==> config.mk <==
export PLATFORM = sky130hd
export DESIGN_NAME = reg_array_mem
export DESIGN_NICKNAME = d
export VERILOG_FILES = /design/src/rtl/reg_array_mem.sv
export SDC_FILE = /design/constraint.sdc
export NUM_CORES = 1
export LEC_CHECK = 0
export CORE_UTILIZATION = 30
export DETAILED_ROUTE_END_ITERATION = 10
export GPL_TIMING_DRIVEN = 0
export SETUP_SLACK_MARGIN = 0.05
export SKIP_CTS_REPAIR_TIMING = 1
export SYNTH_ARGS = -nofsm -noshare
export SYNTH_HDL_FRONTEND = slang
export SYNTH_SLANG_ARGS = --single-unit
==> constraint.sdc <==
create_clock -name clk -period 2 [get_ports clk]
set_input_delay 0.4 -clock clk [delete_from_list [all_inputs] [get_ports clk]]
set_output_delay 0.4 -clock clk [all_outputs]
set_load 0.05 [all_outputs]
==> src/rtl/reg_array_mem.sv <==
// reg_array_mem: register-array RAM with a clear sweep after reset, pipelined read-first reads and range checking.
// Optional per-word even parity when REG_ARRAY_PARITY_EN is defined.
module reg_array_mem #(
  parameter int DATA_WIDTH = 8,
  parameter int ADDR_WIDTH = 4,
  parameter int DEPTH = 16,
  parameter int READ_LATENCY = 1,
  parameter logic [DATA_WIDTH-1:0] INIT_VALUE = '0
) (
  input  logic                  clk,
  input  logic                  rst,
  input  logic                  clken,
  input  logic                  we,
  input  logic                  re,
  input  logic [ADDR_WIDTH-1:0] addr,
  input  logic [DATA_WIDTH-1:0] data,
`ifdef REG_ARRAY_PARITY_EN
  input  logic                  inj_err,
  output logic                  parity_err,
`endif
  output logic [DATA_WIDTH-1:0] qout,
  output logic                  qvalid,
  output logic                  addr_err,
  output logic                  busy
);
  localparam int RL = READ_LATENCY;
  localparam logic [ADDR_WIDTH:0] DEPTH_L = (ADDR_WIDTH+1)'(DEPTH);
  localparam logic [ADDR_WIDTH-1:0] LAST = ADDR_WIDTH'(DEPTH-1);
  typedef enum logic {CLEAR, IDLE} state_t;
  state_t state_q, state_d;
  logic [ADDR_WIDTH-1:0] cnt_q, cnt_d;
  logic [DATA_WIDTH-1:0] mem [DEPTH];
  logic [DATA_WIDTH-1:0] d_q [RL];
  logic [DATA_WIDTH-1:0] d_d [RL];
  logic [RL-1:0] v_q, v_d, e_q, e_d;
  logic werr_q, werr_d;
  logic idle, oob, rd, wr;
  logic [DATA_WIDTH-1:0] rdata;
  assign idle = state_q == IDLE;
  assign oob = {1'b0, addr} >= DEPTH_L;
  assign rd = idle && re;
  assign wr = idle && we && !oob;
  assign rdata = oob ? '0 : mem[addr];
  // valid/error bits shift every enabled cycle; data stages only load behind a valid entry
  always_comb begin
    state_d = (!idle && cnt_q == LAST) ? IDLE : state_q;
    cnt_d = idle ? cnt_q : cnt_q + 1'b1;
    werr_d = idle && we && oob;
    v_d = RL'({v_q, rd});
    e_d = RL'({e_q, rd && oob});
    d_d[0] = rd ? rdata : d_q[0];
    for (int i = 1; i < RL; i++) d_d[i] = v_q[i-1] ? d_q[i-1] : d_q[i];
  end
  always_ff @(posedge clk or negedge rst) begin
    if (!rst) begin
      state_q <= CLEAR;
      cnt_q <= '0;
      v_q <= '0;
      e_q <= '0;
      werr_q <= 1'b0;
      for (int i = 0; i < RL; i++) d_q[i] <= '0;
    end else if (clken) begin
      state_q <= state_d;
      cnt_q <= cnt_d;
      v_q <= v_d;
      e_q <= e_d;
      werr_q <= werr_d;
      d_q <= d_d;
    end
  end
  // storage is never reset; the sweep alone initialises it
  always_ff @(posedge clk) begin
    if (clken) begin
      if (!idle) mem[cnt_q] <= INIT_VALUE;
      else if (wr) mem[addr] <= data;
    end
  end
  assign qout = d_q[RL-1];
  assign qvalid = v_q[RL-1];
  assign addr_err = werr_q || (v_q[RL-1] && e_q[RL-1]);
  assign busy = !idle;
`ifdef REG_ARRAY_PARITY_EN
  logic par_mem [DEPTH];
  logic [RL-1:0] p_q, p_d;
  assign p_d = RL'({p_q, rd && !oob && (^mem[addr] ^ par_mem[addr])});
  always_ff @(posedge clk) begin
    if (clken) begin
      if (!idle) par_mem[cnt_q] <= ^INIT_VALUE;
      else if (wr) par_mem[addr] <= ^data ^ inj_err;
    end
  end
  always_ff @(posedge clk or negedge rst) begin
    if (!rst) p_q <= '0;
    else if (clken) p_q <= p_d;
  end
  assign parity_err = v_q[RL-1] && p_q[RL-1];
`endif
endmodule

==> summary.md <==
| Metric | Value |
|---|---|
| CTS buffer count | `17` |
| Util after Layout | `0.400` |
| DR iter-0 viols | `260` |
| R2R setup slack | `around 65 ps` |
| Final worst-path cycle share | `0.968` |
| Fin. Hold Viols | `0` |
| Gate Count Post-Synth | `288` |
| Grt ovf | `0` |
| Placed cell area | `approximately 6200 um^2` |
| Initial antenna violation count | `0` |
| Clock Path Buffers | `2` |
| FMAX | `roughly 520 MHz` |
| Relative slew slack | `0.481` |
| Die Y | `139 um` |
| Global Route Usage Sum | `0.129` |
| H-tree depth | `4` |
| Vias in the first global route | `3001` |
| Final antenna-violating net count | `0` |
| Leak Pwr | `~2.6 nW` |
| Tot Pwr | `8.64 mW` |
| Register Area | `~4200 um^2` |
| Clock skew | `~5.9 ps` |
| Core box area | `roughly 18000 um^2` |
| Highest net fanout along the worst path | `8` |
| First-pass GRT wire length | `between 15 and 20 mm` |
| N_diodes | `0` |
| Die X | `between 100 and 150 um` |
| Initial core utilization | `0.310` |
| # fillers | `~1600` |
| Place WS | `-1220 ps` |
| Setup-failing EPs final | `0` |
| Startpoint Class | `flip-flop` |
| Post-layout minimum cycle time | `1940 ps` |
| Via count | `2895` |
| Number of synthesized flops with an enable pin | `about 130` |
| Commonest cells after routing, fill and taps aside | `edfxtp_1 (128), mux4_2 (28), clkbuf_16 (17)` |
| CTS clk-pin slew, worst paths | `60 ps` |
| FP Rows | `between 40 and 50` |
| Root buffer cell | `clkbuf_16` |
| Hold path cells | `2` |
| Clock insertion delay at the later pin of the skew report | `410 ps` |
| Via density | `4.93` |
| Asr flop ratio synth | `0.0986` |
| Yosys cell types | `34` |
| Beginning of the worst hold path | `clken` |
| VDD IR max | `0.612 mV` |
| R2R cell count | `5` |
| Clk sinks | `about 140` |
| Pwr Density | `1190 nW/um^2` |
| Top_reg_cell synth | `edfxtp_1` |
| Measured slew at the worst slew-check pin | `778 ps` |
| Share of cells above drive strength 1 | `0.313` |
| Drc violations | `0` |
| Post-synthesis average cell area | `a little under 20 um^2` |
| Commonest non-fill, non-tap cell in the layout | `edfxtp_1` |
| Pin count of the biggest net entering global routing | `17` |
| Multi-input gate area | `between 1500 and 2000 um^2` |
| Max-slew violations | `0` |
| I/O Buffers | `23` |
| R2r startpoint | `idle$_DFFE_PN0P_` |
| Ports | `28` |
| Seq/Total Area, Yosys | `0.742` |
| DR WL/cell | `around 21 um` |
| Post-synthesis register bit count | `roughly 140` |
| Routed wire length | `roughly 13 mm` |
| Area grow syn2layout | `28.7%` |
| Status | `finished clean` |
| Hpwl dp | `between 7 and 8 mm` |
| RePlAce Congestion | `approximately 0.80` |
| DR pass1 iterations | `4` |
| Max cap viols | `0` |
| Worst Path Class, Setup | `reg2reg` |
| Synth Net Count | `around 310` |
| Mapped Area | `roughly 5700 um^2` |
| Crit end category | `flip-flop` |
| CTS tree | `yes` |
| Die area | `19400 um^2` |
| Hold Path Class | `in2reg` |
| Post-layout net count | `about 360` |
| Yosys warning count | `0` |
| End of the worst register-to-register path | `mem[8][6]$_DFFE_PP_` |
| Worst endpoint data arrival time | `2110 ps` |
| Hold EP | `qvalid$_DFFE_PN0P_` |
| Cell area after layout | `7280 um^2` |
| Post-route setup slack | `~65 ps` |
| WP data required | `between 2000 and 2500 ps` |
power by group:
| group | internal [mW] | total [mW] | switching, mW |
|---|---|---|---|
| clock | 1.96 | 3.16 | 1.20 |
| combinational | 0.635 | 1.73 | 1.09 |
| sequential | 3.58 | 3.76 | 0.179 |
how the worst max path moves through the flow:
stage,start,to,slack [ps],cells after the start
after floorplan,addr[2],mem[13][0]$_DFFE_PP_,80,5
after global placement,clken,mem[14][3]$_DFFE_PP_,-1150,6
after detailed placement,clken,mem[13][2]$_DFFE_PP_,-1220,6
after CTS,clken,mem[6][7]$_DFFE_PP_,-800,6
after global routing,idle$_DFFE_PN0P_,mem[0][7]$_DFFE_PP_,-20,4
final,idle$_DFFE_PN0P_,mem[8][6]$_DFFE_PP_,60,5
per-layer routing:
| metal | vias up | routed length, um | global-route usage |
|---|---|---|---|
| met5 | - | 0 | 0 |
| met4 | 0 | 151 | 0.0398 |
| met3 | 14 | 663 | 0.0365 |
| met2 | 83 | 6710 | 0.221 |
| met1 | 1517 | 4990 | 0.158 |
| li1 | 1281 | - | - |
worst max-delay path, cell delays in order, from the launching register on:
cell and delay (ps):
dfrtp_1 450, and3_2 310, nor3_1 100, a31oi_2 560, nor2_4 100, buf_12 170
logic make-up (layout without fill, tap and decap cells):
family / count (synthesis) / count (layout) / synth area share
flip-flops: 142 / 142 / 0.742
XOR/XNOR: 3 / 3 / 0.00465
AO/OA/AOI/OAI: 27 / 27 / 0.0343
adder cells (fa/ha/maj): 1 / 1 / 0.00221
buffers and inverters: 22 / 92 / 0.0226
other: 1 / 1 / 0.000664
multiplexers: 48 / 48 / 0.156
AND/OR/NAND/NOR: 44 / 44 / 0.0376
layout make-up:
type,instances,share of cell area
clock buffers,18,0.0590
multi-input cells,124,0.208
clock inverters,14,0.0232
plain buffers,14,0.0141
repair buffers,39,0.0760
well taps,229,0.0394
inverters,7,0.00361
flip-flops and latches,142,0.576
synthesized netlist by cell type (all sizes together) (2+ instances only):
master	n	area (um^2)
nand4	2	12.5
o22ai	7	43.8
edfxtp	128	3840
buf	11	86.3
nand3	4	20.0
inv	7	26.3
mux2i	16	160
xnor2	2	17.5
and2	8	50.1
o211ai	2	15.0
mux4	31	709
nand2	6	22.5
nor3b	2	15.0
dfrtp	14	350
nor3	2	10.0
clkbuf	4	15.0
a32oi	2	17.5
o22a	2	17.5
nor2	17	63.8
a31oi	4	25.0
a21o	8	60.1
flip-flops by register name, summed over array words and instances (netlist names):
register  cells
qout          8
mem         128
qvalid        1
idle          1
cnt_q         4
through the flow:
step	TNS [ps]	cells	hold slack, ps
3_3_place_gp	-191550	540	472
3_5_place_dp	-208920	540	473
2_1_floorplan	0	288	104
5_1_grt	-177	587	372
6_report	0	587	345
4_1_cts	-98460	572	441
No activity file was read; power rests on OpenSTA's default activity.
